<file path="src/rtl/fw_log_pkg.sv">
// Shared types and widths for the firmware log capture block.
package fw_log_pkg;

    localparam int SEQ_W      = 16;
    localparam int CNT_W      = 16;
    localparam int LOG_DATA_W = 32;

    typedef struct packed {
        logic [SEQ_W-1:0]      seq;
        logic [LOG_DATA_W-1:0] data;
    } entry_t;

    typedef enum logic [1:0] {
        ST_IDLE   = 2'd0,
        ST_STREAM = 2'd1,
        ST_FLUSH  = 2'd2
    } state_t;

endpackage

</file>
<file path="src/rtl/fw_log_fifo_core.sv">
// Synchronous first-word-fall-through FIFO; clear wins over push/pop.
module fw_log_fifo_core
    import fw_log_pkg::*;
#(
    parameter int WIDTH = $bits(entry_t),
    parameter int DEPTH = 16,
    localparam int PTR_W = $clog2(DEPTH),
    localparam int LVL_W = PTR_W + 1
) (
    input  logic             clk,
    input  logic             rst,
    input  logic             push,
    input  logic             pop,
    input  logic             clear,
    input  logic [WIDTH-1:0] wr_data,
    output logic [WIDTH-1:0] rd_data,
    output logic [LVL_W-1:0] level,
    output logic             full,
    output logic             empty
);

    logic [WIDTH-1:0] mem [DEPTH];
    logic [PTR_W-1:0] wr_ptr;
    logic [PTR_W-1:0] rd_ptr;
    logic             do_push;
    logic             do_pop;

    assign full    = (level == LVL_W'(DEPTH));
    assign empty   = (level == '0);
    assign do_pop  = pop & ~empty;
    assign do_push = push & (~full | do_pop);
    assign rd_data = mem[rd_ptr];

    // Power-of-two depth: pointers wrap naturally.
    always_ff @(posedge clk) begin
        if (rst || clear) begin
            wr_ptr <= '0;
            rd_ptr <= '0;
            level  <= '0;
        end else begin
            if (do_push) wr_ptr <= wr_ptr + 1'b1;
            if (do_pop)  rd_ptr <= rd_ptr + 1'b1;
            level <= level + LVL_W'(do_push) - LVL_W'(do_pop);
        end
    end

    always_ff @(posedge clk) begin
        if (do_push) mem[wr_ptr] <= wr_data;
    end

endmodule

</file>
<file path="src/rtl/fw_log_capture.sv">
// Snoops SRAM writes to one address and queues {seq, data} for a log consumer.
//   state     | meaning
//   ST_IDLE   | FIFO empty, log_valid low
//   ST_STREAM | FIFO holds words, log_valid high
//   ST_FLUSH  | one-cycle clear, hits discarded
module fw_log_capture
    import fw_log_pkg::*;
#(
    parameter int                    ADDR_WIDTH  = 14,
    parameter int                    DATA_WIDTH  = 32,
    parameter logic [ADDR_WIDTH-1:0] TARGET_ADDR = 'h0000,
    parameter int                    DEPTH       = 16
) (
    input  logic                   clk,
    input  logic                   rst,
    input  logic                   cap_en,
    input  logic                   flush,
    input  logic                   enable,
    input  logic                   write,
    input  logic [ADDR_WIDTH-1:0]  address,
    input  logic [DATA_WIDTH-1:0]  data_in,
    output logic                   log_valid,
    input  logic                   log_ready,
    output logic [DATA_WIDTH-1:0]  log_data,
    output logic [SEQ_W-1:0]       log_seq,
    output logic [$clog2(DEPTH):0] level,
    output logic                   overflow,
    output logic [CNT_W-1:0]       drop_cnt
);

    localparam int ENTRY_W = SEQ_W + DATA_WIDTH;
    localparam int LVL_W   = $clog2(DEPTH) + 1;

    state_t             state;
    state_t             state_next;
    logic [SEQ_W-1:0]   seq;
    logic               hit;
    logic               pop;
    logic               push;
    logic               drop;
    logic               clear_fifo;
    logic               full;
    logic               empty;
    logic [ENTRY_W-1:0] rd_entry;

    assign hit  = cap_en & ~enable & ~write & (address == TARGET_ADDR);
    assign pop  = log_valid & log_ready & ~empty;
    assign push = hit & ~clear_fifo & (~full | pop);
    assign drop = hit & ~clear_fifo & full & ~pop;

    fw_log_fifo_core #(
        .WIDTH (ENTRY_W),
        .DEPTH (DEPTH)
    ) u_fifo (
        .clk     (clk),
        .rst     (rst),
        .push    (push),
        .pop     (pop),
        .clear   (clear_fifo),
        .wr_data ({seq, data_in}),
        .rd_data (rd_entry),
        .level   (level),
        .full    (full),
        .empty   (empty)
    );

    // Storage is unreset, so outputs are forced to zero whenever nothing is valid.
    assign {log_seq, log_data} = log_valid ? rd_entry : '0;

    always_ff @(posedge clk) begin
        if (rst) state <= ST_IDLE;
        else     state <= state_next;
    end

    always_comb begin
        state_next = state;
        if (flush) begin
            state_next = ST_FLUSH;
        end else begin
            case (state)
                ST_IDLE:   if (push) state_next = ST_STREAM;
                ST_STREAM: if (pop && !push && level == LVL_W'(1)) state_next = ST_IDLE;
                ST_FLUSH:  state_next = ST_IDLE;
                default:   state_next = ST_IDLE;
            endcase
        end
    end

    always_comb begin
        log_valid  = 1'b0;
        clear_fifo = flush;
        case (state)
            ST_STREAM: log_valid  = 1'b1;
            ST_FLUSH:  clear_fifo = 1'b1;
            default:   ;
        endcase
    end

    // Sequence advances on every hit, including dropped and discarded ones.
    always_ff @(posedge clk) begin
        if (rst) begin
            seq      <= '0;
            overflow <= 1'b0;
            drop_cnt <= '0;
        end else begin
            if (hit) seq <= seq + 1'b1;
            if (drop) begin
                overflow <= 1'b1;
                if (drop_cnt != '1) drop_cnt <= drop_cnt + 1'b1;
            end
        end
    end

endmodule

</file>
<file path="config.mk">
export PLATFORM = sky130hd
export DESIGN_NAME = fw_log_capture
export DESIGN_NICKNAME = d
export VERILOG_FILES = /design/src/rtl/fw_log_pkg.sv /design/src/rtl/fw_log_fifo_core.sv /design/src/rtl/fw_log_capture.sv
export SDC_FILE = /design/constraint.sdc
export NUM_CORES = 1
export LEC_CHECK = 0
export CAP_MARGIN = 20
export CORE_MARGIN = 2
export CORE_UTILIZATION = 40
export CTS_BUF_LIST = sky130_fd_sc_hd__clkbuf_16
export DETAILED_ROUTE_END_ITERATION = 10
export PLACE_DENSITY = 0.69
export SETUP_SLACK_MARGIN = 0.5
export SLEW_MARGIN = 20
export SYNTH_ARGS = -nofsm -noshare
export SYNTH_HDL_FRONTEND = slang
export SYNTH_SLANG_ARGS = --single-unit
export TNS_END_PERCENT = 5
</file>
<file path="constraint.sdc">
create_clock -name clk -period 8.55 [get_ports clk]
set_input_delay 2.1375 -clock clk [delete_from_list [all_inputs] [get_ports clk]]
set_output_delay 2.1375 -clock clk [all_outputs]
set_load 0.05 [all_outputs]
</file>
Word level (Yosys, flattened, before mapping)
Memory sizes are Yosys's and may differ from the RTL's. A register that Yosys moved wholly into a read port is not among the register bits.
Cells that the tools add are included.
{ "totals": {"regBits": 48, "ramBits": 768, "inputBits": 53, "output_inout_bits": 71, "word_cells": 65, "n_memories": 1} }
{ "mem_list": {"columns": ["name", "depth", "width", "read_ports", "rd_ports_with_merged_regs", "wr", "line", "rtl"], "rows": [
  ["u_fifo.mem", 16, 48, 1, 1, 1, "fw_log_fifo_core.sv:22", "logic [WIDTH-1:0] mem [DEPTH];"]
]} }
{ "classes": {"add_sub_neg": 6, "eq_ne": 9, "n_mux": 11, "bitwise": 19, "reduce_logical": 11} }
{ "ops": {"columns": ["cell", "count"], "rows": [
  ["$mux W48", 1],
  ["$add A16 B1 Y16 const B", 2],
  ["$ne A16 B16 Y1 const B", 1],
  ["$logic_not A14 Y1", 1],
  ["$and A1 B1 Y1", 11],
  ["$add A4 B1 Y4 const B", 2],
  ["$mux W4", 2],
  ["$mux W2", 3],
  ["$ne A3 B3 Y1 const B", 2],
  ["$not A1 Y1", 6],
  ["$reduce_and A2 Y1", 3],
  ["$add A5 B1 Y5", 1],
  ["$eq A5 B1 Y1 const B", 1],
  ["$eq A5 B5 Y1 const B", 1],
  ["$logic_not A5 Y1", 1],
  ["$sub A5 B1 Y5", 1],
  ["$mux W1", 4],
  ["$ne A2 B2 Y1 const B", 2],
  ["$pmux W2 S2", 1],
  ["$eq A2 B1 Y1 const B", 1],
  ["$eq A2 B2 Y1 const B", 1],
  ["$logic_and A1 B1 Y1", 2],
  ["$logic_not A2 Y1", 1],
  ["$or A1 B1 Y1", 2],
  ["other kinds (3)", 3]
]} }

Longest topological paths before layout
Gate-level depths: netlist of run 1.
{ "logic_depth": {"depth_word": 12, "mapped_depth": 15, "mapped_depth_nobuf": 14} }

Modules after synthesis
Synthesis of run 1 repeated with hierarchy kept, for this count alone.
{ "unflattened": {"hier_cells": 1554, "area_unflattened_um2": 31774.2} }
{ "modules_own_cells": {"columns": ["mod", "n_inst", "cells_each", "area_each_um2", "seq_area_each_um2"], "rows": [
  ["fw_log_fifo_core", 1, 1285, 29568.4, 23402.4],
  ["fw_log_capture", 1, 269, 2205.9, 700.7]
]} }

Worst setup path after synthesis of run 1
Ideal clock, no wire load.
{ "synth_path": {"kind": "input port to flip-flop", "from": "input port write", "to": "memory u_fifo.mem[0][0] (netlist name), enable pin", "setup_ns": 0.573, "arrival_time_ns": 7.717, "t_required_ns": 7.977, "path_slack_ns": 0.261, "cell_stages": 5, "cell_sequence": "nor4_4 -> and3b_1 -> o2111ai_1 -> clkbuf_1 -> nor4_1"} }
{ "synth_via": {"elab_chain_len": 8} }
{ "synth_rtl": {"columns": ["element", "line", "rtl"], "rows": [
  ["from (decl)", "fw_log_capture.sv:19", "input logic write,"],
  ["$not A1 Y1", "fw_log_capture.sv:46", "assign hit = cap_en & ~enable & ~write & (address == TARGET_ADDR);"],
  ["$and A1 B1 Y1 (2 in a row)", "fw_log_capture.sv:46", null],
  ["$and A1 B1 Y1 (2 in a row)", "fw_log_capture.sv:48", "assign push = hit & ~clear_fifo & (~full | pop);"],
  ["$and A1 B1 Y1", "fw_log_fifo_core.sv:31", "assign do_push = push & (~full | do_pop);"],
  ["$mux W1", "fw_log_fifo_core.sv:48", "if (do_push) mem[wr_ptr] <= wr_data;"],
  ["$mux W1 (not written as such)", "fw_log_fifo_core.sv:48", null],
  ["to (decl)", "fw_log_fifo_core.sv:22", null]
]} }
No other way between the ends.

==> flow_summary.yaml, run 1 <==
logic_synthesis:
  syn-mean-instance-area_um2: 21.9
  ys_seq_area_frac: 0.757
  synth_area_um2: 31800
  yosys_register_bits: 820
  synth_cell_type_count: 53
  ys.flop_type: "edfxtp_1"
  ys_async_sr_fraction: 0
  synth_fp_nets: 1523
  synth_cells: 1456
  yosysWarnings: 0
  synth-edff-count: 768
min_path:
  hold_path.class: "reg -> reg"
sta:
  finClkSkew_ns: 0.0247
  min_period_ns: 6.34
  tns_ns: 0
  finalCritPeriodShare: 0.742
  maxSlewViolCount: 0
  final.setup.worst_slack_ns: 2.21
  relSlewSlack: 0.271
  rsz0062_at_grt: "false"
  finalHoldViolCount: 0
  worst_slew_pin_slew_ns: 1.09
  clock.fmax_ghz: 0.158
  setup_viol: 0
  holdWs_ns: 0.494
pwr:
  power.internal_mw: 6.43
  power_frac_seq: 0.548
  power_density_nw_per_um2: 215
  p_leak_nw: 11.5
  power.switching_mw: 1.54
  switching_share: 0.193
  pwr-share-clk: 0.444
  p_comb_frac: 0.008
  vdd_ir_drop_max_uv: 154
flow_run:
  drv_cap: 0
critical_path:
  crit_path_start_kind: "register"
  crit_path_max_fanout: 88
  worstPathRequired_ns: 6.41
  cp-end-kind: "output port"
  crit_type: "reg -> out"
  arrival_ns: 4.20
drt:
  drt-initial-drc-count: 1398
  drc: 0
  num_vias: 15302
  avgViaCountPerCell: 5.58
  ant_nets: 0
  wl_per_cell_um: 24.7
  wirelength_um: 67600
  dr.pass1.iters: 5
clocking:
  postCtsSetupRepairBufs: 0
  clock-sinks: 820
  cts_buffers: 83
  post_cts_resized: 0
  htree_levels: 3
  cts_tree: "done"
  cts_max_path_buffers: 3
  clk_pin_slew_ns: 0.06
  root_buffer: "clkbuf_16"
  clk_latency_ns: 0.63
  hold_buffers: 0
cells_and_area:
  seqCellArea_um2: 24100
  multi_input_area_um2: 7430
  drive_above_1_share: 0.245
  layout_common_cells: "768 x edfxtp_1, 240 x mux4_2, 123 x clkdlybuf4s50_1, 84 x clkbuf_16, 51 x and2_1"
  fillers: 6390
  area_growth_pct: 16.6
  antenna_cells: 0
  final_util: 0.471
  fin_nets: 1691
  design_area_um2: 37100
  final_common_cell: "edfxtp_1"
placement:
  dp_hpwl_um: 36200
  port_buffers: 123
  place_ws_ns: 2.58
  placed_area_um2: 34400
  place.gp.congestion: 0.771
global_routing:
  antenna_found_initial: 2
  grt_max_degree: 105
  grtUsageTotal: 0.167
  gr-total-overflow: 0
  grt_pass1_vias: 16101
  grt_pass1_wl_um: 102000
floorplan:
  io_pins: 124
  start_util: 0.404
  coreArea_um2: 78900
  die_w_um: 286
  num_rows: 103
  die_height_um: 286
  dieArea_um2: 81900
run_status:
  outcome: "completed"
-- per-layer routing --
metal | up-vias | track usage | share of wire
li1 | 6474 | - | -
met1 | 8168 | 0.231 | 0.43
met2 | 557 | 0.275 | 0.50
met3 | 101 | 0.0284 | 0.062
met4 | 2 | 0.0450 | 0.017
met5 | - | 0 | 0.00018
-- power by group through the flow --
stage	Combinational [mW]	Clock, mW	Sequential (mW)
6_report	0.0643	3.54	4.36
3_5_place_dp	0.0652	0	4.45
5_1_grt	0.0706	3.76	4.36
3_3_place_gp	0.0612	0	4.45
4_1_cts	0.0651	3.61	4.36
2_1_floorplan	0.00572	0	4.45
-- cells in the mapped netlist (all sizes together) (11+ instances only) --
cell type | number | share of area
and2 | 60 | 0.012
ha | 13 | 0.0051
or3 | 11 | 0.0022
nand2 | 25 | 0.0029
o21ai | 12 | 0.0019
edfxtp | 768 | 0.72
a21oi | 35 | 0.0055
nand3 | 13 | 0.0022
dfxtp | 52 | 0.033
buf | 26 | 0.0040
nor4 | 14 | 0.0036
mux4 | 240 | 0.17
clkbuf | 44 | 0.0052
nor2 | 26 | 0.0031
inv | 25 | 0.0029
-- registers in the layout, indices dropped and copies added, names as in the netlist, named ones only --
name / flops
u_fifo.mem: 768
drop_cnt: 16
seq: 16
u_fifo.level: 5
u_fifo.rd_ptr: 4
u_fifo.wr_ptr: 4
state: 2
overflow: 1
-- cell families after synthesis --
logic type,after synthesis,synth area share
multiplexers,242,0.170
buffers and inverters,95,0.0121
AND/OR/NAND/NOR,202,0.0379
AO/OA/AOI/OAI,74,0.0145
XOR/XNOR,9,0.00248
flip-flops,820,0.757
adder cells (fa/ha/maj),14,0.00574
-- final timing paths --
check	to	slack [ns]	cells after the start	from
setup reg to reg	u_fifo.mem[11][18]	4.88	9	u_fifo.level[2]
hold reg to reg	overflow	0.49	2	overflow
setup / recovery	log_seq[12]	2.21	5	register
hold / removal	overflow	0.49	2	overflow
-- layout make-up --
cell class,instances,area share
Clock buffer,84,0.0566
Clock inverter,67,0.0158
Inverter,25,0.00253
Multi-Input combinational cell,541,0.200
Sequential cell,820,0.649
Tap cell,1050,0.0354
Timing Repair Buffer,153,0.0402
-- worst max-delay path: stages (launching register included) --
cell and delay (ns):
dfxtp_4 0.80, buf_12 0.56, mux4_2 0.61, mux4_2 0.56
and2_1 0.19, clkdlybuf4s50_1 0.74
-- metrics by stage --
step	power [mW]	instances
after floorplan	4.45	1456
after global placement	4.51	2588
after CTS	8.04	2740
after detailed placement	4.51	2589
final	7.97	2740
after global routing	8.20	2740
(Power assumes the default switching activity.)
==> run 2, diff against run 1 <==
==> constraint.sdc (replaced) <==
create_clock -name clk -period 5.17 [get_ports clk]
set_input_delay 1.2925 -clock clk [delete_from_list [all_inputs] [get_ports clk]]
set_output_delay 1.2925 -clock clk [all_outputs]
set_load 0.05 [all_outputs]
==> run 2 against run 1 <==
Setup slack got worse by 1.8 ns. Via count increased by 1.3%. Critical path depth unchanged. Power increased by 62%. Clock-buffer cell count increased by 1. Non-clock buffer count increased by 26. Sequential share of layout area decreased by 0.84 points. Largest cell class unchanged.
==> flow_summary.yaml, run 2 (synthesis gave the netlist of run 1 again) <==
run_status:
  outcome: "completed"
drt:
  drc: 0
  drt-initial-drc-count: 1774
  avgViaCountPerCell: 5.60
  num_vias: 15507
  ant_nets: 0
  dr.pass1.iters: 5
  wl_per_cell_um: 25.4
  wirelength_um: 70500
sta:
  final.setup.worst_slack_ns: 0.447
  rsz0062_at_grt: "true"
  min_period_ns: 4.72
  setup_viol: 0
  finalHoldViolCount: 0
  relSlewSlack: 0.465
  maxSlewViolCount: 0
  worst_slew_pin_slew_ns: 0.795
  finalCritPeriodShare: 0.914
  clock.fmax_ghz: 0.212
  holdWs_ns: 0.481
  finClkSkew_ns: 0.0398
pwr:
  power_density_nw_per_um2: 342
  p_leak_nw: 11.9
  vdd_ir_drop_max_uv: 233
floorplan:
  start_util: 0.404
  die_height_um: 286
  coreArea_um2: 78900
  dieArea_um2: 81900
  die_w_um: 286
  io_pins: 124
  num_rows: 103
clocking:
  clk_latency_ns: 0.64
  cts_buffers: 84
  cts_tree: "done"
  hold_buffers: 0
  htree_levels: 3
  clock-sinks: 820
  root_buffer: "clkbuf_16"
  cts_max_path_buffers: 3
  clk_pin_slew_ns: 0.06
critical_path:
  crit_type: "reg -> out"
  cpLargestDelayFamily: "buffers and inverters"
  slowest_delay_ns: 0.72
  crit_path_max_fanout: 59
  crit_path_start_kind: "register"
  r2r_slack_ns: 2.09
  rr_startpoint: "state[0]"
  crit_buf_inv: 2
  cp-end-kind: "output port"
  cp_common_cell: "mux4_2"
  worstPathRequired_ns: 3.88
  arrival_ns: 3.43
  slowest_stage: "clkdlybuf4s50_1"
  crit_chain: "buf_12 -> mux4_2 -> mux4_2 -> and2_1 -> clkdlybuf4s50_1"
cells_and_area:
  final_util: 0.477
  largest-register: "u_fifo.mem"
  fin_nets: 1718
  fillers: 6362
  area_growth_pct: 18.1
  reg_top3: "u_fifo.mem: 768 flops, drop_cnt: 16 flops, seq: 16 flops"
  layout_common_cells: "768 x edfxtp_1, 240 x mux4_2, 119 x clkdlybuf4s50_1, 85 x clkbuf_16, 51 x and2_1"
  final_common_cell: "edfxtp_1"
  largest_register_ffs: 768
  drive_above_1_share: 0.252
  stdcell_count: 2769
global_routing:
  grt_max_degree: 60
  gr-total-overflow: 0
  grt_pass1_vias: 16128
  grt_pass1_wl_um: 105000
  antenna_found_initial: 4
  grtUsageTotal: 0.174
flow_run:
  drv_cap: 0
placement:
  dp.cells: 2608
  dp_hpwl_um: 36800
  place.gp.congestion: 0.765
  place_ws_ns: 0.768
  port_buffers: 123
min_path:
  hold_path.class: "reg -> reg"
  hp-start: "overflow"
## run 2: cell count changes in the layout (fill, tap and decap cells not counted), moves of 3 or more
cell             change
buf_4                -5
nor4_4               +4
clkinvlp_4           +3
bufinv_16            -7
clkinv_1             +4
buf_12              +28
clkdlybuf4s50_1      -4
inv_1                +5
nor4_2               -4
## run 2: path summary, 6_finish.rpt
| kind | depth (start not counted) | to |
|---|---|---|
| worst max-delay path | 5 | log_seq[15] |
| worst min-delay path | 2 | overflow |
| worst max register to register | 12 | u_fifo.level[4] |
| worst min register to register | 2 | overflow |
## run 2: stage by stage
stage | power (mW) | TNS (ns) | instance area [um2]
final | 12.9 | 0 | 37600
after global routing | 13.3 | 0 | 37600
after CTS | 13.0 | 0 | 37600
after detailed placement | 7.46 | 0 | 35000
after global placement | 7.45 | 0 | 35000
after floorplan | 7.37 | -54.67 | 31900
## run 2: timing repair
action                                  CTS  global route
endpoints found under the setup margin   48            48
buffers inserted                          2             5
cloned                                    0             0
resized for setup                         3             2
pin swaps                                 0             0
## run 2: power breakdown
group,total (mW),internal (mW),switching [mW],leakage [nW]
Combinational,0.106,0.0379,0.0676,2.68
Clock,5.56,3.06,2.50,1.32
Sequential,7.21,7.21,0.000535,7.95
## run 2: tightest hold or removal path, cell delays in order (launching register included)
cell and delay, ns:
dfxtp_1 0.33, nor2_1 0.05, nor2_1 0.07
## run 2: area by class of cell
class                   count  area (um2)  share of cell area
well taps                1050        1310              0.0349
clock inverters            68         434              0.0115
clock buffers              85        2130              0.0565
repair buffers            179        2070              0.0551
diodes                      1        2.50           0.0000665
inverters                  25        93.8             0.00249
flip-flops and latches    820       24100               0.641
multi-input cells         541        7460               0.198
## run 2: routing by layer
metal | vias up | global-route usage | share of wire
met1 | 8282 | 0.243 | 0.42
met2 | 576 | 0.281 | 0.49
met5 | - | 0 | 0.00030
met3 | 115 | 0.0331 | 0.068
met4 | 4 | 0.0470 | 0.022
li1 | 6530 | - | -
